**src/rtl/vcve2_pkg.sv**
```systemverilog
// Shared constants and types for the VRF read-side sequencer.
// Derived sizes come from helper functions so that a top instantiated with
// non-default VLEN/MAX_LMUL computes its own widths consistently.
package vcve2_pkg;

  localparam int DEF_VLEN       = 128;
  localparam int DEF_MAX_LMUL   = 8;
  localparam int DEF_FIFO_DEPTH = 2;

  // Words per vector register.
  function automatic int calc_wpr(input int vlen);
    return vlen / 32;
  endfunction

  // Word-address width covering all 32 registers.
  function automatic int calc_vrf_aw(input int vlen);
    return $clog2(32 * (vlen / 32));
  endfunction

  // Request length width; +1 so the full group length itself is representable.
  function automatic int calc_nw_w(input int vlen, input int max_lmul);
    return $clog2((vlen / 32) * max_lmul) + 1;
  endfunction

  localparam int WPR    = calc_wpr(DEF_VLEN);
  localparam int VRF_AW = calc_vrf_aw(DEF_VLEN);
  localparam int NW_W   = calc_nw_w(DEF_VLEN, DEF_MAX_LMUL);

  typedef enum logic [1:0] {
    IDLE  = 2'd0,
    READ  = 2'd1,
    DRAIN = 2'd2
  } state_e;

endpackage

```
**src/rtl/vcve2_vrf_rd_fifo.sv**
```systemverilog
// Small output buffer for returned VRF words: any depth >= 2, same-cycle
// push/pop, synchronous clear. Storage is reset so the head reads 0 when empty
// after reset.
module vcve2_vrf_rd_fifo #(
  parameter  int DEPTH = 2,
  parameter  int WIDTH = 33,
  localparam int CW    = $clog2(DEPTH + 1),
  localparam int PW    = (DEPTH > 1) ? $clog2(DEPTH) : 1
) (
  input  logic             clk_i,
  input  logic             rst_ni,
  input  logic             clr_i,
  input  logic             push_i,
  input  logic [WIDTH-1:0] data_i,
  input  logic             pop_i,
  output logic [WIDTH-1:0] data_o,
  output logic             empty_o,
  output logic [CW-1:0]    count_o
);

  logic [WIDTH-1:0] mem_q [DEPTH];
  logic [PW-1:0]    wr_ptr_q;
  logic [PW-1:0]    rd_ptr_q;
  logic [CW-1:0]    cnt_q;
  logic             do_push;
  logic             do_pop;

  function automatic logic [PW-1:0] ptr_inc(input logic [PW-1:0] p);
    return (p == PW'(DEPTH - 1)) ? '0 : p + PW'(1);
  endfunction

  assign empty_o = (cnt_q == '0);
  assign count_o = cnt_q;
  assign data_o  = mem_q[rd_ptr_q];
  assign do_pop  = pop_i & ~empty_o;
  assign do_push = push_i & ((cnt_q != CW'(DEPTH)) | do_pop);

  // Pointer and occupancy bookkeeping; clear wins over push/pop.
  always_ff @(posedge clk_i or negedge rst_ni) begin
    if (!rst_ni) begin
      wr_ptr_q <= '0;
      rd_ptr_q <= '0;
      cnt_q    <= '0;
    end else if (clr_i) begin
      wr_ptr_q <= '0;
      rd_ptr_q <= '0;
      cnt_q    <= '0;
    end else begin
      if (do_push) wr_ptr_q <= ptr_inc(wr_ptr_q);
      if (do_pop)  rd_ptr_q <= ptr_inc(rd_ptr_q);
      case ({do_push, do_pop})
        2'b10:   cnt_q <= cnt_q + CW'(1);
        2'b01:   cnt_q <= cnt_q - CW'(1);
        default: cnt_q <= cnt_q;
      endcase
    end
  end

  // Entry storage.
  always_ff @(posedge clk_i or negedge rst_ni) begin
    if (!rst_ni) begin
      for (int i = 0; i < DEPTH; i++) mem_q[i] <= '0;
    end else if (do_push && !clr_i) begin
      mem_q[wr_ptr_q] <= data_i;
    end
  end

endmodule

```
**src/rtl/vcve2_vrf_rd_seq.sv**
```systemverilog
// VRF read-side sequencer: takes one operand-fetch request (base vreg + word
// count), issues word reads on the 1-cycle-latency read port, buffers the
// returned words and streams them to the execute unit.
// Optional build macro VCVE2_VRF_RD_FWD_EN: a read issued in the same cycle as
// a writeback write to the same word captures the writeback data instead.
//
// Handshakes: a request is accepted on a cycle where req_valid_i and
// req_ready_o are both 1; an operand beat transfers on a cycle where
// op_valid_o and op_ready_i are both 1, and op_valid_o/op_data_o/op_last_o hold
// steady while op_valid_o=1 and op_ready_i=0.
module vcve2_vrf_rd_seq
  import vcve2_pkg::*;
#(
  parameter int VLEN       = DEF_VLEN,
  parameter int MAX_LMUL   = DEF_MAX_LMUL,
  parameter int FIFO_DEPTH = DEF_FIFO_DEPTH
) (
  input  logic                                 clk_i,
  input  logic                                 rst_ni,
  input  logic                                 flush_i,
  input  logic                                 req_valid_i,
  output logic                                 req_ready_o,
  input  logic [4:0]                           req_vreg_i,
  input  logic [calc_nw_w(VLEN, MAX_LMUL)-1:0] req_nwords_i,
  output logic                                 vrf_re_o,
  output logic [calc_vrf_aw(VLEN)-1:0]         vrf_raddr_o,
  input  logic [31:0]                          vrf_rdata_i,
  input  logic                                 vrf_we_wb_i,
  input  logic [calc_vrf_aw(VLEN)-1:0]         vrf_waddr_wb_i,
  input  logic [31:0]                          vrf_wdata_wb_i,
  output logic                                 op_valid_o,
  input  logic                                 op_ready_i,
  output logic [31:0]                          op_data_o,
  output logic                                 op_last_o,
  output logic                                 busy_o,
  output logic                                 done_o
);

  localparam int WPR_L = calc_wpr(VLEN);
  localparam int AW_L  = calc_vrf_aw(VLEN);
  localparam int NWW_L = calc_nw_w(VLEN, MAX_LMUL);
  localparam int CW    = $clog2(FIFO_DEPTH + 1);

  state_e            state_q;
  logic              req_ready_q;
  logic              busy_q;
  logic              done_q;
  logic [AW_L-1:0]   base_q;
  logic [NWW_L-1:0]  nwords_q;
  logic [NWW_L-1:0]  issue_q;
  logic [NWW_L-1:0]  push_idx_q;
  logic              pending_q;

  logic [AW_L-1:0]   req_base;
  logic [AW_L-1:0]   raddr;
  logic [CW:0]       occ;
  logic              space;
  logic              issue;
  logic              last_issue;
  logic              pop;
  logic              push;
  logic              push_last;
  logic [31:0]       push_word;
  logic [32:0]       fifo_head;
  logic              fifo_empty;
  logic [CW-1:0]     fifo_cnt;

  assign req_base   = AW_L'(req_vreg_i) * AW_L'(WPR_L);
  // Address arithmetic is modulo the VRF size, so a group past v31 wraps to v0.
  assign raddr      = base_q + AW_L'(issue_q);
  assign pop        = ~fifo_empty & op_ready_i;
  // Entries already buffered plus the one in flight, less the one leaving now,
  // must leave room for the word this read will return.
  assign occ        = {1'b0, fifo_cnt} + {{CW{1'b0}}, pending_q};
  assign space      = occ < ((CW+1)'(FIFO_DEPTH) + {{CW{1'b0}}, pop});
  assign issue      = (state_q == READ) & space & ~flush_i;
  assign last_issue = (issue_q == nwords_q - NWW_L'(1));
  assign push       = pending_q & ~flush_i;
  assign push_last  = (push_idx_q == nwords_q - NWW_L'(1));

  assign req_ready_o = req_ready_q;
  assign busy_o      = busy_q;
  assign done_o      = done_q;
  assign vrf_re_o    = issue;
  assign vrf_raddr_o = issue ? raddr : '0;
  assign op_valid_o  = ~fifo_empty;
  assign op_data_o   = fifo_head[31:0];
  assign op_last_o   = fifo_head[32];

`ifdef VCVE2_VRF_RD_FWD_EN
  logic        fwd_hit_q;
  logic [31:0] fwd_data_q;

  // Remember a same-cycle writeback to the word being read; the RAM returns the
  // pre-write value, so the writeback data replaces it on return.
  always_ff @(posedge clk_i or negedge rst_ni) begin
    if (!rst_ni) begin
      fwd_hit_q  <= 1'b0;
      fwd_data_q <= '0;
    end else begin
      fwd_hit_q  <= issue & vrf_we_wb_i & (vrf_waddr_wb_i == raddr);
      fwd_data_q <= vrf_wdata_wb_i;
    end
  end

  assign push_word = fwd_hit_q ? fwd_data_q : vrf_rdata_i;
`else
  // Writeback hazards are resolved upstream; the write-port copy is not needed.
  logic unused_wb;
  assign unused_wb = ^{vrf_we_wb_i, vrf_waddr_wb_i, vrf_wdata_wb_i};
  assign push_word = vrf_rdata_i;
`endif

  // Control FSM with registered ready/busy/done; flush overrides everything.
  always_ff @(posedge clk_i or negedge rst_ni) begin
    if (!rst_ni) begin
      state_q     <= IDLE;
      req_ready_q <= 1'b1;
      busy_q      <= 1'b0;
      done_q      <= 1'b0;
      base_q      <= '0;
      nwords_q    <= '0;
      issue_q     <= '0;
    end else begin
      done_q <= 1'b0;
      if (flush_i) begin
        state_q     <= IDLE;
        req_ready_q <= 1'b1;
        busy_q      <= 1'b0;
        base_q      <= '0;
        nwords_q    <= '0;
        issue_q     <= '0;
      end else begin
        case (state_q)
          IDLE: begin
            if (req_valid_i) begin
              base_q   <= req_base;
              nwords_q <= req_nwords_i;
              issue_q  <= '0;
              if (req_nwords_i == '0) begin
                done_q <= 1'b1;
              end else begin
                state_q     <= READ;
                req_ready_q <= 1'b0;
                busy_q      <= 1'b1;
              end
            end
          end
          READ: begin
            if (issue) begin
              issue_q <= issue_q + NWW_L'(1);
              if (last_issue) state_q <= DRAIN;
            end
          end
          DRAIN: begin
            if (!pending_q && fifo_empty) begin
              done_q      <= 1'b1;
              state_q     <= IDLE;
              req_ready_q <= 1'b1;
              busy_q      <= 1'b0;
            end
          end
          default: begin
            state_q     <= IDLE;
            req_ready_q <= 1'b1;
            busy_q      <= 1'b0;
          end
        endcase
      end
    end
  end

  // In-flight read flag and index of the next word to land in the buffer.
  always_ff @(posedge clk_i or negedge rst_ni) begin
    if (!rst_ni) begin
      pending_q  <= 1'b0;
      push_idx_q <= '0;
    end else if (flush_i) begin
      pending_q  <= 1'b0;
      push_idx_q <= '0;
    end else begin
      pending_q <= issue;
      if (state_q == IDLE && req_valid_i) push_idx_q <= '0;
      else if (push)                      push_idx_q <= push_idx_q + NWW_L'(1);
    end
  end

  vcve2_vrf_rd_fifo #(
    .DEPTH(FIFO_DEPTH),
    .WIDTH(33)
  ) u_fifo (
    .clk_i  (clk_i),
    .rst_ni (rst_ni),
    .clr_i  (flush_i),
    .push_i (push),
    .data_i ({push_last, push_word}),
    .pop_i  (pop),
    .data_o (fifo_head),
    .empty_o(fifo_empty),
    .count_o(fifo_cnt)
  );

endmodule

```
**config.mk**
```make
export PLATFORM = sky130hd
export DESIGN_NAME = vcve2_vrf_rd_seq
export DESIGN_NICKNAME = d
export VERILOG_FILES = /design/src/rtl/vcve2_pkg.sv /design/src/rtl/vcve2_vrf_rd_fifo.sv /design/src/rtl/vcve2_vrf_rd_seq.sv
export SDC_FILE = /design/constraint.sdc
export NUM_CORES = 1
export LEC_CHECK = 0
export CORE_UTILIZATION = 45
export DETAILED_ROUTE_END_ITERATION = 12
export GPL_TIMING_DRIVEN = 1
export HOLD_SLACK_MARGIN = 0.06
export PLACE_DENSITY = 0.76
export SETUP_SLACK_MARGIN = 0.5
export SLEW_MARGIN = 20
export SYNTH_ARGS = -nofsm -noshare
export SYNTH_HDL_FRONTEND = slang
export SYNTH_SLANG_ARGS = --single-unit
```
**constraint.sdc**
```tcl
create_clock -name clk_i -period 3.1 [get_ports clk_i]
set_clock_uncertainty 0.05 [all_clocks]
set_input_delay 0.775 -clock clk_i [delete_from_list [all_inputs] [get_ports clk_i]]
set_output_delay 0.775 -clock clk_i [all_outputs]
set_load 0.005 [all_outputs]
```
After elaboration in Yosys (flattened, before gate mapping):

Cells that the tools add are included.

* bits in registers: 101
* logic and storage cells: 123

* bitwise gates (word level): 11
* order comparisons: 4
* reductions and logical operators: 20
* equal/unequal tests: 13
* add/subtract/negate cells: 10
* mux-type cells: 51

Operators by type and width (number)
* $mux 33: 4
* $bwmux 66: 1
* $mux 6: 9
* $demux 33 s1: 1
* $mux 7: 4
* $mux 1: 19
* $ne 3x3->1 const B: 5
* $mux 2: 7
* $add 6x1->6 const B: 2
* $eq 6x6->1: 2
* $pmux 6 s2: 1
* $reduce_bool 3->1: 3
* $reduce_bool 2->1: 4
* $add 7x6->7: 1
* $and 1x1->1: 6
* $logic_not 6->1: 1
* $pmux 1 s3: 2
* $pmux 2 s3: 1
* $sub 6x1->6 const B: 1
* $reduce_and 5->1: 1
* $eq 2x1->1 const B: 2
* $eq 2x2->1 const B: 2
* $ge 2x2->1 const B: 2
* $logic_and 1x1->1: 4
* other kinds (18): 24

Longest topological paths before layout:

* depth after elaboration: 10
* depth in mapped cells: 7

By module:

From an unflattened synthesis, not the netlist that was laid out.

* cells, all modules: 392
* area total of the unflattened synthesis: 4914.7 um^2

Modules (own cells, without submodules)
* vcve2_vrf_rd_fifo: area each 3181.8 um^2, cells each 201, times used 1, sequential area each 1751.7 um^2
* vcve2_vrf_rd_seq: area each 1732.9 um^2, cells each 191, times used 1, sequential area each 726.9 um^2

Worst setup path before layout:

Ideal clock, no wire load.

* path kind: input-to-output
* from: input port flush_i
* to: output port vrf_raddr_o[0]
* cell stages on the path: 5
* path slack: 631 ps
* required time: 2275 ps
* data arrival time: 1644 ps
* buffers on the path: 1
* cells stage by stage: clkbuf_1 nor2_1 nand4_1 inv_1 and2_1

* longest elaborated chain between the ends: 3

Ends and longest elaborated chain
* start, declared: line vcve2_vrf_rd_seq.sv:20 `input logic flush_i,`
* $not 1->1: line vcve2_vrf_rd_seq.sv:76 `assign issue = (state_q == READ) & space & ~flush_i;`
* $and 1x1->1: line vcve2_vrf_rd_seq.sv:76
* named net vrf_re_o: line vcve2_vrf_rd_seq.sv:25 `output logic vrf_re_o,`
* $mux 7: line vcve2_vrf_rd_seq.sv:85 `assign vrf_raddr_o = issue ? raddr : '0;`
* end, declared: line vcve2_vrf_rd_seq.sv:26 `output logic [calc_vrf_aw(VLEN)-1:0] vrf_raddr_o,`

The timed path passes the listed nets, and every way through them passes these cells.

Worst setup path in the final report:

* from: register issue_q[2]
* to: output port vrf_raddr_o[6]

* longest elaborated chain between the ends: 2

Ends and longest elaborated chain
* start, declared: line vcve2_vrf_rd_seq.sv:50 `logic [NWW_L-1:0] issue_q;`
* start signal, assigned: line vcve2_vrf_rd_seq.sv:151 `issue_q <= issue_q + NWW_L'(1);`
* $add 7x6->7: line vcve2_vrf_rd_seq.sv:70 `assign raddr = base_q + AW_L'(issue_q);`
* $mux 7: line vcve2_vrf_rd_seq.sv:85

No other way between the ends.

==> results.tsv <==
metric	value	unit
status	finished, final reports clean	
clock-sinks	99	
overflow	0	
drv_cap	0	
dpl.hpwl	6870	µm
crit_required	2.27	ns
p_leak	0.00307	µW
crit_arrival	1.94	ns
place_inst	604	
final_util	0.630	
synthCells	374	
ios	133	
hold_viol	0	
path_class	reg -> out	
synth.distinct_cells	47	
fin_nets	610	
post-route-drc-count	0	
drv_slew	0	
synth_top_area_share	0.509	
start_util	0.464	
yosysMostFrequentCell	mux2_2	
wl_per_cell	16.5	µm
grt_pass1_wl	17600	µm
crit_path_max_incr_delay	0.43	ns
worst_pin_slew	0.625	ns
fin_ws	0.333	ns
period_minus_slack	2.77	ns
viasPerCell	5.25	
ant_nets	0	
startpoint_type	flip-flop	
totalWireLength	10800	µm
vdd_drop_max	0.000239	V
firstDrtPassIters	4	
worstPathMaxFanout	2	
rsz0062_at_grt	true	
syn2layout_area_growth	35.7	%
timing.hold.ws	0.354	ns
vias	3427	
max_slew_margin	0.583	
clk_latency	0.36	ns
synth_common_cells	mux2_2 (99), dfrtp_1 (98), nor2_1 (16), xor2_1 (16), nand2_1 (12)	
synthesis.nets	472	
fin_crit_sh	0.893	
die_x	105	µm
cts.root.buffer_cell	clkbuf_8	
cts.path.max_buffers	2	
tritoncts	done	
postSynth.asyncResetShare	1.00	
die_y	105	µm
layout-drive-gt1-share	0.420	
grt_start_max_net_pins	53	
cp_slowest_cell	dfrtp_1	
syn-mean-instance-area	12.9	µm²
power_density	546	mW/mm²
clk_pin_slew_worst_paths	0.11	ns
antenna_cells	0	
numCtsBuffers	9	
ys_dominant_reg_cell	dfrtp_1	
synthTopCellsByArea	dfrtp_1 (51%), mux2_2 (23%), xor2_1 (2.9%), ha_1 (2.3%), a22o_1 (1.8%)	
tns	0	ns
ys_seq_elements	99	
fmax	0.361	GHz
fp.coreArea	0.0104	mm²
path_cells	ha_4 -> fa_2 -> a21o_1 -> a21oi_2 -> xor2_1 -> nor2_1 -> buf_2	
antenna_found_initial	0	
holdCritPathClass	in -> async	
synth_area	0.00481	mm²
ys_seq_area_frac	0.515	
grtUsageTotal	0.202	
drt_iter0_markers	122	
fin_cells	653	
setup_viol	0	
dieArea	0.0111	mm²
grt_pass1_vias	3584	
gp_congestion	0.788	
yosys_warnings	0	
portBuffers	92	
htreeDepth	3	
fillers	808	
pre_cts_ws	-0.210	ns
fp-row-count	37	
synth_area_leader_cell	dfrtp_1	
end_kind	primary output	
synth-edff-count	0	
[timing repair]
item                       4_1_cts  5_1_grt
cloned                           2        1
gates resized for setup         85       49
setup buffers                   20       10
pin swaps                       16        4
hold buffers                     0        0
setup endpoints to repair       40       36
[critical path: cells and delay by family (launching register included)]
kind | cells | cell delay [ns]
AND/OR/NAND/NOR | 1 | 0.06
buffers and inverters | 1 | 0.12
AO/OA/AOI/OAI | 2 | 0.29
adder cells (fa/ha/maj) | 2 | 0.54
XOR/XNOR | 1 | 0.15
flip-flops | 1 | 0.43
[routing by layer]
metal | global-route usage | wire [µm]
met3 | 0.0353 | 386
met5 | 0 | 0
met4 | 0.0654 | 98
met2 | 0.342 | 5390
met1 | 0.264 | 4910
[registers in the layout, summed over array words and instances (netlist names)]
register         count
issue_q              6
push_idx_q           6
busy_o               1
state_q              2
nwords_q             6
u_fifo.rd_ptr_q      1
done_o               1
base_q               5
u_fifo.count_o       2
u_fifo.wr_ptr_q      1
u_fifo.mem_q        66
pending_q            1
req_ready_o          1
[area by class of cell]
type | instances | area, µm² | area share
Clock buffer | 9 | 124 | 0.0190
Multi-Input combinational cell | 251 | 2300 | 0.352
Clock inverter | 7 | 78.8 | 0.0121
Inverter | 8 | 30.0 | 0.00460
Timing Repair Buffer | 143 | 1350 | 0.207
Sequential cell | 99 | 2480 | 0.380
Tap cell | 136 | 170 | 0.0260
[layout by cell type (no fill, tap or decap), types with 3 or more instances in the layout]
cell type        instances
mux2_2                  99
dfrtp_1                 97
clkdlybuf4s50_1         48
buf_4                   37
xor2_1                  16
clkbuf_2                14
nor2_1                  13
nand2_1                 12
buf_6                   12
xnor2_1                 10
a22o_1                  10
o21ai_0                 10
dlygate4sd2_1           10
a21oi_1                  9
clkbuf_8                 9
inv_1                    6
nor3_1                   6
or3_1                    6
ha_1                     6
clkdlybuf4s15_1          6
dlymetal6s2s_1           5
nand4_1                  4
buf_2                    4
buf_12                   4
a21o_1                   3
and2_4                   3
nand2b_1                 3
nand3_1                  3
[power breakdown]
group / leakage [µW] / internal, µW / switching [µW]
logic: 0.00168 / 653 / 368
registers: 0.00128 / 1570 / 150
clock network: 0.000102 / 320 / 508
total: 0.00307 / 2540 / 1030
[cells by family (layout without fill, tap and decap cells)]
group                      after synthesis  after routing  share of synthesized area
AOI/OAI and AO/OA                       44             44                     0.0696
adders and majority gates               10             10                     0.0275
buffers and inverters                   24            167                     0.0221
DFF                                     99             99                      0.515
xor gates and xnor gates                26             26                     0.0473
muxes                                  101            101                      0.236
and+or+nand+nor                         70             70                     0.0829
[final timing paths]
check / start / end / slack, ns / cells past startpoint
max: issue_q[2] / vrf_raddr_o[6] / 0.33 / 7
min: rst_ni / u_fifo.mem_q[41] / 0.35 / 1
max reg2reg: u_fifo.count_o[1] / u_fifo.mem_q[9] / 1.02 / 6
min reg2reg: req_ready_o / req_ready_o / 0.43 / 2
max in group asynchronous: rst_ni / u_fifo.mem_q[62] / 1.94 / 2
min in group clk_i: req_ready_o / req_ready_o / 0.43 / 2
[through the flow]
step           power [µW]  cell area (µm²)
2_1_floorplan        2260             4810
3_3_place_gp         2780             5990
3_5_place_dp         2830             5990
4_1_cts              3600             6420
5_1_grt              3790             6530
6_report             3570             6530
Note: power is estimated with default switching activity, not from simulation.
